<file path="src/rtl/isa_secuenciador.sv">
// isa_secuenciador: buffers 20-bit instructions in a FIFO and issues each one over three cycles with single-cycle write enables
module isa_secuenciador #(
   parameter int DEPTH = 4,
   parameter int CNT_W = 16,
   localparam int AW = $clog2(DEPTH)
) (
   input  logic             clk,
   input  logic             rst,
   input  logic             in_valid,
   input  logic [19:0]      in_data,
   output logic             in_ready,
   input  logic             pausa,
   output logic [19:0]      Instruccion,
   output logic             ocupado,
   output logic [CNT_W-1:0] retirados,
   output logic [AW:0]      nivel
);
   typedef enum logic [1:0] {IDLE, DECODE, EXEC, WRITE} state_t;
   state_t           state_q, state_d;
   logic [19:0]      mem_q [DEPTH];
   logic [19:0]      mem_d [DEPTH];
   logic [AW-1:0]    wr_ptr_q, wr_ptr_d, rd_ptr_q, rd_ptr_d;
   logic [AW:0]      cnt_q, cnt_d;
   logic [19:0]      ir_q, ir_d;
   logic [CNT_W-1:0] ret_q, ret_d;
   logic             push, disp;
   // FIFO bookkeeping, dispatch decision, FSM next state and datapath drive
   always_comb begin
      in_ready = cnt_q != (AW+1)'(DEPTH);
      push     = in_valid && in_ready;
      disp     = (cnt_q != '0) && !pausa && (state_q == IDLE || state_q == WRITE);
      mem_d    = mem_q;
      if (push) mem_d[wr_ptr_q] = in_data;
      wr_ptr_d = push ? wr_ptr_q + AW'(1) : wr_ptr_q;
      rd_ptr_d = disp ? rd_ptr_q + AW'(1) : rd_ptr_q;
      cnt_d    = cnt_q + (AW+1)'(push) - (AW+1)'(disp);
      ir_d     = disp ? mem_q[rd_ptr_q] : ir_q;
      ret_d    = state_q == WRITE ? ret_q + CNT_W'(1) : ret_q;
      state_d  = state_q;
      unique case (state_q)
         IDLE:    state_d = disp ? DECODE : IDLE;
         DECODE:  state_d = EXEC;
         EXEC:    state_d = WRITE;
         default: state_d = disp ? DECODE : IDLE;
      endcase
      Instruccion = state_q == IDLE  ? 20'h0 :
                    state_q == WRITE ? ir_q  : {ir_q[19:10], 1'b0, ir_q[8:1], 1'b0};
      ocupado   = state_q != IDLE;
      retirados = ret_q;
      nivel     = cnt_q;
   end
   // state registers; reset abandons the in-flight instruction and empties the FIFO
   always_ff @(posedge clk) begin
      if (rst) begin
         state_q  <= IDLE;
         mem_q    <= '{default: '0};
         wr_ptr_q <= '0;
         rd_ptr_q <= '0;
         cnt_q    <= '0;
         ir_q     <= '0;
         ret_q    <= '0;
      end else begin
         state_q  <= state_d;
         mem_q    <= mem_d;
         wr_ptr_q <= wr_ptr_d;
         rd_ptr_q <= rd_ptr_d;
         cnt_q    <= cnt_d;
         ir_q     <= ir_d;
         ret_q    <= ret_d;
      end
   end
endmodule

</file>
<file path="config.mk">
export PLATFORM = sky130hd
export DESIGN_NAME = isa_secuenciador
export DESIGN_NICKNAME = d
export VERILOG_FILES = /design/src/rtl/isa_secuenciador.sv
export SDC_FILE = /design/constraint.sdc
export NUM_CORES = 1
export LEC_CHECK = 0
export ABC_AREA = 1
export CORE_ASPECT_RATIO = 1.1
export CORE_MARGIN = 8
export CORE_UTILIZATION = 50
export CTS_CLUSTER_SIZE = 8
export DETAILED_ROUTE_END_ITERATION = 6
export GPL_TIMING_DRIVEN = 1
export PLACE_DENSITY = 0.84
export SLEW_MARGIN = 20
export SYNTH_ARGS = -nofsm -noshare
export SYNTH_HDL_FRONTEND = slang
export SYNTH_SLANG_ARGS = --single-unit
</file>
<file path="constraint.sdc">
create_clock -name clk -period 2.1 [get_ports clk]
set_input_delay 0.315 -clock clk [delete_from_list [all_inputs] [get_ports clk]]
set_output_delay 0.315 -clock clk [all_outputs]
set_load 0.02 [all_outputs]
</file>
* Yosys cells after proc, flatten, opt, wreduce, memory -nomap -nowiden
Index checks and enable logic that the tools add are counted.
** Word-level totals
- Input bits :: 24
- Logic and storage cells :: 43
- Output and inout bits :: 41
- Flip-flop bits (word level) :: 125
** Cells by class
- Add/subtract/negate cells :: 5
- Eq/ne operators :: 4
- Mux-type cells :: 10
- Bitwise operators :: 2
- $lt $le $gt $ge :: 3
- Reductions and logical operators :: 9
** Operator list (count)
- $bwmux W80 :: 1
- $mux W20 :: 4
- $bmux W20 S2 :: 1
- $demux W20 S2 :: 1
- $add A16 B1 Y16 const B :: 1
- $mux W10 :: 1
- $ge A3 B3 Y1 const B :: 2
- $not A2 Y3 :: 2
- $add A2 B1 Y2 const B :: 2
- $eq A2 B2 Y1 const B :: 2
- $logic_and A1 B1 Y1 :: 4
- $pmux W2 S2 :: 1
- $add A3 B1 Y3 :: 1
- $lt A3 B1 Y1 const B :: 1
- $ne A3 B3 Y1 const B :: 1
- $reduce_bool A3 Y1 :: 1
- $sub A3 B1 Y3 :: 1
- $eq A2 B1 Y1 const B :: 1
- $logic_not A2 Y1 :: 1
- $reduce_bool A2 Y1 :: 1
- $logic_not A1 Y1 :: 1
- $logic_or A1 B1 Y1 :: 1
- $mux W1 :: 1

* Depth between registers and ports, before layout
Gate-level depths: netlist of run 1.
- Word-level depth :: 6
- Mapped depth :: 14
- Depth with buffers taken out :: 13

* Worst setup path before layout of run 1
OpenSTA, ideal clock, no wires.
- Path kind :: register -> register
- Start :: register state_q[0]
- End :: register cnt_q[2], in the netlist nivel[2]
- Library setup time :: 70 ps
- Buffers on the path :: 1
- Period minus slack after synthesis :: 2130 ps
- Cell stages (with the launch flop) :: 15
- Setup slack :: -30 ps
- Arrival time :: 2060 ps
- Required time :: 2030 ps
- Cell sequence :: dfxtp_1 -> inv_1 -> ha_1 -> inv_1 -> nand3_2 -> inv_2 -> buf_4 -> ha_1 -> inv_1 -> ha_1 -> inv_1 -> fa_1 -> inv_1 -> o21ai_0 -> a21oi_1
** On the way
- Cells in the longest elaborated chain, start to end :: 4
- Elaborated cells between the ends (all ways) :: 5
- Those cells by class :: add/sub: 1; eq/ne: 1; reduce/logical: 3
** RTL lines
- start, declared :: line 19 : state_t state_q, state_d;
- start signal, assigned :: line 63 : state_q <= state_d;
- $eq A2 B2 Y1 / $logic_not A2 Y1 (equally long branches) :: line 31 : disp = (cnt_q != '0) && !pausa && (state_q == IDLE || state_q == WRITE);
- $logic_or A1 B1 Y1 * :: line 31
- $logic_and A1 B1 Y1 * :: line 31
- named net disp :: line 26 : logic push, disp;
- $sub A3 B1 Y3 * :: line 36 : cnt_d = cnt_q + (AW+1)'(push) - (AW+1)'(disp);
- end signal, assigned :: line 67 : cnt_q <= cnt_d;
- end, declared :: line 23 : logic [AW:0] cnt_q, cnt_d;
The timed path passes the listed nets; every way through them passes the cells marked *.
A chain may end at the register's enable or synchronous reset.

* Worst setup path in the final report of run 1
- Start :: register state_q[1]
- End :: output port Instruccion[19]
** On the way
- Cells in the longest elaborated chain, start to end :: 2
** RTL lines
- $logic_not A2 Y1 :: line 46 : Instruccion = state_q == IDLE ? 20'h0 :
- $mux W20 :: line 46
- end, declared :: line 13 : output logic [19:0] Instruccion,
No other way between the ends.

==> results of run 1 <==
cells in the mapped netlist:
library cell	n	area share (%)
a21oi_1	103	9.2
a21oi_2	8	1.2
buf_1	3	0.20
buf_2	19	1.7
buf_4	6	0.80
buf_6	2	0.40
clkbuf_1	21	1.4
clkbuf_2	1	0.089
dfxtp_1	125	45
fa_1	1	0.36
ha_1	10	2.2
inv_1	85	5.7
inv_2	1	0.067
inv_4	1	0.11
nand2_1	67	4.5
nand2_2	10	1.1
nand2_4	3	0.60
nand3_1	46	4.1
nand3_2	3	0.54
nand4_1	4	0.45
nor2_1	111	7.4
nor2_2	2	0.22
nor3_1	3	0.27
nor3b_1	1	0.13
o21ai_0	122	11
o21ai_1	10	0.89
o21bai_1	1	0.13
xnor2_1	2	0.31
xor2_1	2	0.31
power by group through the flow:
| stage | clock network (uW) | logic (uW) | registers, uW |
|---|---|---|---|
| 2_1_floorplan | 0 | 1630 | 2960 |
| 3_3_place_gp | 0 | 2310 | 2990 |
| 3_5_place_dp | 0 | 2360 | 3000 |
| 4_1_cts | 2920 | 2370 | 2960 |
| 5_1_grt | 3040 | 2740 | 3010 |
| 6_report | 2900 | 2470 | 2970 |
logic make-up (layout without fill, tap and decap cells):
| logic type | count (synthesis) | in the layout | synth area share, % |
|---|---|---|---|
| AND/OR/NAND/NOR | 250 | 250 | 19.3 |
| AO/OA/AOI/OAI | 244 | 244 | 22.4 |
| buffers and inverters | 139 | 213 | 10.5 |
| flip-flops | 125 | 125 | 44.6 |
| adder cells (fa/ha/maj) | 11 | 11 | 2.59 |
| XOR/XNOR | 4 | 4 | 0.625 |
cell type report:
type,count,area (um2),share of cell area [%]
inverter,87,329,4.68
clock inverter,4,47.5,0.676
sequential,125,2500,35.6
timing repair buffer,94,860,12.2
multi-input combinational,509,2550,36.3
clock buffer,28,557,7.92
tap,147,184,2.62
worst paths after layout:
path	from	to	slack [ps]	cells after the start
worst max register to register	state_q[1]$_SDFF_PP0_	nivel[2]$_SDFF_PP0_	110	13
worst min register to register	mem_q[19]$_SDFFE_PP0P_	mem_q[19]$_SDFFE_PP0P_	450	2
worst max-delay path	state_q[1]$_SDFF_PP0_	Instruccion[19]	70	5
worst min-delay path	rst	mem_q[12]$_SDFFE_PP0P_	400	4
state kept, by name, summed over array words and instances, names as in the netlist:
name and count:
ir_q 20, mem_q 80, nivel 3, rd_ptr_q 2
retirados 16, state_q 2, wr_ptr_q 2
worst max-delay path, cell delays in order (launching register included):
cell and delay [ps]:
dfxtp_2 340, inv_1 40, ha_1 270, buf_4 200
nor2_1 110, dlygate4sd2_1 350
per-stage QoR:
step	std cells	hold WS (ps)
after floorplan	773	399
after global placement	958	432
after detailed placement	958	435
after CTS	990	384
after global routing	994	416
final	994	397
layer usage:
metal | wire, um | up-vias | part of all wire [%] | track usage [%]
met2 | 7360 | 193 | 50 | 32.8
li1 | - | 2643 | - | -
met1 | 6070 | 2501 | 42 | 24.9
met4 | 197 | 0 | 1.4 | 8.37
met3 | 959 | 19 | 6.6 | 4.15
met5 | 0 | - | 0 | 0
repair_timing:
item | 4_1_cts | 5_1_grt
hold endpoints to repair | 0 | 0
resized for setup | 26 | 17
endpoints found under the setup margin | 22 | 20
gates cloned | 0 | 0
hold buffers | 0 | 0
buffers inserted | 0 | 4
pin swaps | 0 | 2
==> flow_summary_export.csv, run 1 <==
group,metric,value,unit
status,status,"finished clean",
grt,grt_usage,20.0,%
placed_design,dpl.hpwl,9110,um
worst_setup_path,start_kind,"flip-flop",
drt,first_pass_iters,5,
layout,n_antenna_cell,0,
timing,layout_setup_ws,74.7,ps
worst_hold_path,hp-class,"in2reg",
timing,finalCritPeriodShare,96.4,%
drt,drt_iter0_drc,575,
timing,tns,0,ps
power,power_density,1190,mW/mm2
layout,layout_commonest_cell,"dfxtp_1",
layout,drive_gt1_share,12.0,%
worst_setup_path,crit_fanout,9,
power,switchingPower,2760,uW
drt,routed-via-count,5356,
power,power.total,8330,uW
logic_synthesis,yosysUniqueCellTypes,29,
placed_design,place_area,0.00639,mm2
floorplanning,die_x,117,um
timing,setup_viol,0,
logic_synthesis,synth_seq_area_share,44.6,%
timing,tightest_slew,610,ps
floorplanning,io_pins,65,
power,p_sw_share,33.1,%
layout,fin_nets,869,
floorplanning,core,0.0109,mm2
layout,area_delta_synth_final,25.4,%
timing,min_period,2030,ps
placed_design,gp_congestion,0.797,
layout,final_core_util,64.4,%
clock_tree,clk_pin_slew,50,ps
clock_tree,clock_path_buffers,2,
grt,grt_pass1_vias,4914,
worst_setup_path,path_class,"reg2out",
floorplanning,die_area,0.0149,mm2
clock_tree,cts.sinks,125,
timing,clock-skew-final,7.36,ps
clock_tree,insertion_delay,410,ps
timing,hold_viol,0,
logic_synthesis,yosysWarnings,0,
grt,grt_max_degree,64,
floorplanning,initial_utilization,51.4,%
logic_synthesis,syn_avg_cell_area,7.25,um2
drt,drt_wl_total,14600,um
flow_run,maxCapViolCount,0,
floorplanning,fp-row-count,40,
power,peakVddDrop,0.000603,V
timing,slew_violations,0,
layout,finish.instance_area,0.00703,mm2
worst_setup_path,end_kind,"primary output",
clock_tree,numCtsBuffers,17,
logic_synthesis,syn_inst,773,
power,clockPowerShare,34.8,%
power,p_seq_share,35.7,%
drt,drt-wirelength-per-cell,14.7,um
drt,via_per_inst,5.39,
drt,post-route-drc-count,0,
logic_synthesis,synth_area,0.00561,mm2
clock_tree,cts_tree,"built",
clock_tree,htreeDepth,4,
timing,slew_headroom,59.3,%
placed_design,dp_slack,-93.8,ps
timing,timing.fmax,494,MHz
layout,fillCellCount,904,
placed_design,port_buffers,64,
logic_synthesis,syn-num-nets,808,
grt,antenna_found_initial,0,
worst_setup_path,arrival,1710,ps
clock_tree,root_buffer,"clkbuf_16",
floorplanning,chipHeight,127,um
power,intPower,5580,uW
grt,grt_pass1_wl,23900,um
power,power.leakage,0.00268,uW
layout,final_cell_mix,"dfxtp_1, o21ai_0, nor2_1, a21oi_1, inv_1",
drt,antenna_left,0,
power,p_comb_share,29.6,%
worst_setup_path,required,1780,ps
logic_synthesis,ys_seq_elements,125,
grt,overflow,0,
Power figures use the tool's default switching activity.
==> inputs of run 2 (changes only) <==
CAP_MARGIN = 30   (was unset)
==> results of run 2 <==
No change in the layout: final DEF, timing and power equal those of run 1.
==> inputs of run 3 (changes only) <==
PLACE_DENSITY = 0.81   (was 0.84)
clock period = 2.6 ns   (was 2.1 ns; I/O delays follow)
==> flow_summary_export.csv, run 3 (synthesis results as in run 1) <==
group,metric,value,unit
layout,layout_commonest_cell,"dfxtp_1",
floorplanning,fp-row-count,40,
worst_hold_path,hold_end,"mem_q[13]$_SDFFE_PP0P_",
clock_tree,root_buffer,"clkbuf_16",
power,p_comb_share,29.0,%
layout,final_cell_mix,"dfxtp_1, o21ai_0, nor2_1, a21oi_1, inv_1",
timing,tns,0,ps
layout,n_antenna_cell,0,
worst_setup_path,path_class,"reg2out",
floorplanning,chipHeight,127,um
timing,slew_headroom,45.2,%
worst_setup_path,crit_path_max_incr_delay,640,ps
power,power_density,949,mW/mm2
placed_design,port_buffers,64,
drt,antenna_left,0,
timing,finalCritPeriodShare,92.0,%
power,switchingPower,2190,uW
timing,timing.fmax,418,MHz
power,p_seq_share,36.5,%
timing,slew_violations,0,
clock_tree,clock_path_buffers,2,
grt,grt_max_degree,65,
timing,rsz0062_at_grt,"false",
worst_setup_path,required,2210,ps
clock_tree,cts_setup_buffers,0,
floorplanning,initial_utilization,51.4,%
power,power.total,6520,uW
timing,tightest_slew,822,ps
drt,routed-via-count,5189,
layout,fin_nets,851,
clock_tree,numCtsBuffers,17,
worst_setup_path,crit_path_top_delay_cell,"clkdlybuf4s50_1",
layout,largest_reg_flops,80,
worst_setup_path,cp_cell_sequence,"ha_1, inv_1, nor3_1, clkdlybuf4s50_1",
drt,via_per_inst,5.32,
worst_hold_path,hp-start,"mem_q[13]$_SDFFE_PP0P_",
worst_setup_path,end_kind,"primary output",
drt,post-route-drc-count,0,
status,status,"finished clean",
layout,top_register,"mem_q",
clock_tree,clk_pin_slew,50,ps
timing,layout_setup_ws,208,ps
drt,first_pass_iters,5,
timing,setup_viol,0,
floorplanning,die_area,0.0149,mm2
placed_design,place_area,0.00630,mm2
clock_tree,insertion_delay,410,ps
drt,drt-wirelength-per-cell,14.6,um
grt,overflow,0,
layout,drive_gt1_share,8.70,%
placed_design,dpl.hpwl,8730,um
drt,drt_iter0_drc,549,
power,intPower,4330,uW
worst_hold_path,holdPathStages,2,
worst_setup_path,start_kind,"flip-flop",
floorplanning,die_x,117,um
worst_setup_path,arrival,2000,ps
grt,grt_usage,19.3,%
worst_setup_path,r2r_cells,13,
drt,drt_wl_total,14200,um
clock_tree,cts.sinks,125,
worst_setup_path,path_delay_family,"buffers and inverters",
power,clockPowerShare,34.6,%
layout,finish.instance_area,0.00687,mm2
power,p_sw_share,33.5,%
worst_setup_path,timing.rr.end,"nivel[2]$_SDFF_PP0_",
worst_setup_path,crit_cells,4,
worst_setup_path,critical_path_buf_inv_count,2,
floorplanning,io_pins,65,
placed_design,dp_slack,234,ps
worst_setup_path,r2r_start,"state_q[1]$_SDFF_PP0_",
worst_setup_path,crit_fanout,5,
worst_setup_path,regToRegSetupSlack,500,ps
grt,grt_pass1_wl,23100,um
worst_hold_path,hp-class,"reg2reg",
placed_design,gp_congestion,0.797,
layout,area_delta_synth_final,22.5,%
timing,hold_viol,0,
timing,min_period,2390,ps
grt,antenna_found_initial,0,
grt,grt_pass1_vias,4653,
power,power.leakage,0.00252,uW
power,peakVddDrop,0.000466,V
clock_tree,cts_tree,"built",
floorplanning,core,0.0109,mm2
layout,final_core_util,63.0,%
flow_run,maxCapViolCount,0,
timing,clock-skew-final,6.00,ps
clock_tree,htreeDepth,4,
-- run 3: cell count changes in the layout (fill, tap and decap cells not counted), sizes merged, moves of 3 or more --
cell and delta:
clkinv +5, dlygate4sd2 -16, clkdlybuf4s50 +22, buf -18
clkbuf -6, clkdlybuf4s15 -3
-- run 3: through the flow --
stage                     hold WS (ps)  cells
final                              444    975
after global routing               458    975
after CTS                          442    975
after detailed placement           435    944
after global placement             431    944
after floorplan                    424    773
-- run 3: worst max-delay path by stage --
stage                          end                  start  slack, ps
2_1_floorplan  nivel[2]$_SDFF_PP0_  state_q[0]$_SDFF_PP0_        470
3_3_place_gp   nivel[2]$_SDFF_PP0_               in_valid        320
3_5_place_dp   nivel[2]$_SDFF_PP0_               in_valid        230
4_1_cts             Instruccion[0]  state_q[1]$_SDFF_PP0_        170
5_1_grt             Instruccion[9]  state_q[1]$_SDFF_PP0_         60
6_report            Instruccion[9]  state_q[1]$_SDFF_PP0_        210
-- run 3: power by group through the flow --
stage / clock [uW] / combinational [uW] / sequential (uW)
floorplan: 0 / 1310 / 2390
global placement: 0 / 1820 / 2400
detailed placement: 0 / 1850 / 2410
CTS: 2270 / 1880 / 2370
global route: 2350 / 2100 / 2410
finish: 2250 / 1890 / 2380
-- run 3: routing by layer --
metal / up-vias / global-route usage (%) / wire [um] / share of wire (%)
met3: 14 / 5.09 / 962 / 6.8
met5: - / 0 / 0 / 0
met4: 0 / 6.33 / 145 / 1.0
met1: 2395 / 24.3 / 6220 / 44
li1: 2614 / - / - / -
met2: 166 / 31.2 / 6870 / 48
-- run 3: tightest hold or removal path: cells and delay by family (launching register included) --
kind / cells / cell delay [ps]
compound gates: 1 / 50
buf+inv: 1 / 50
flops: 1 / 310
-- run 3: final cells by class --
| type | instances | area [um2] |
|---|---|---|
| Inverter | 87 | 329 |
| Tap cell | 147 | 184 |
| Timing Repair Buffer | 76 | 763 |
| Fill cell | 964 | 4040 |
| Clock inverter | 7 | 60.1 |
| Clock buffer | 24 | 512 |
| Sequential cell | 125 | 2500 |
| Multi-Input combinational cell | 509 | 2520 |
-- run 3: what timing repair did --
action                                  4_1_cts  5_1_grt
endpoints found under the setup margin        3        0
hold buffers                                  0        0
resized for setup                             1        0
hold endpoints to repair                      0        0
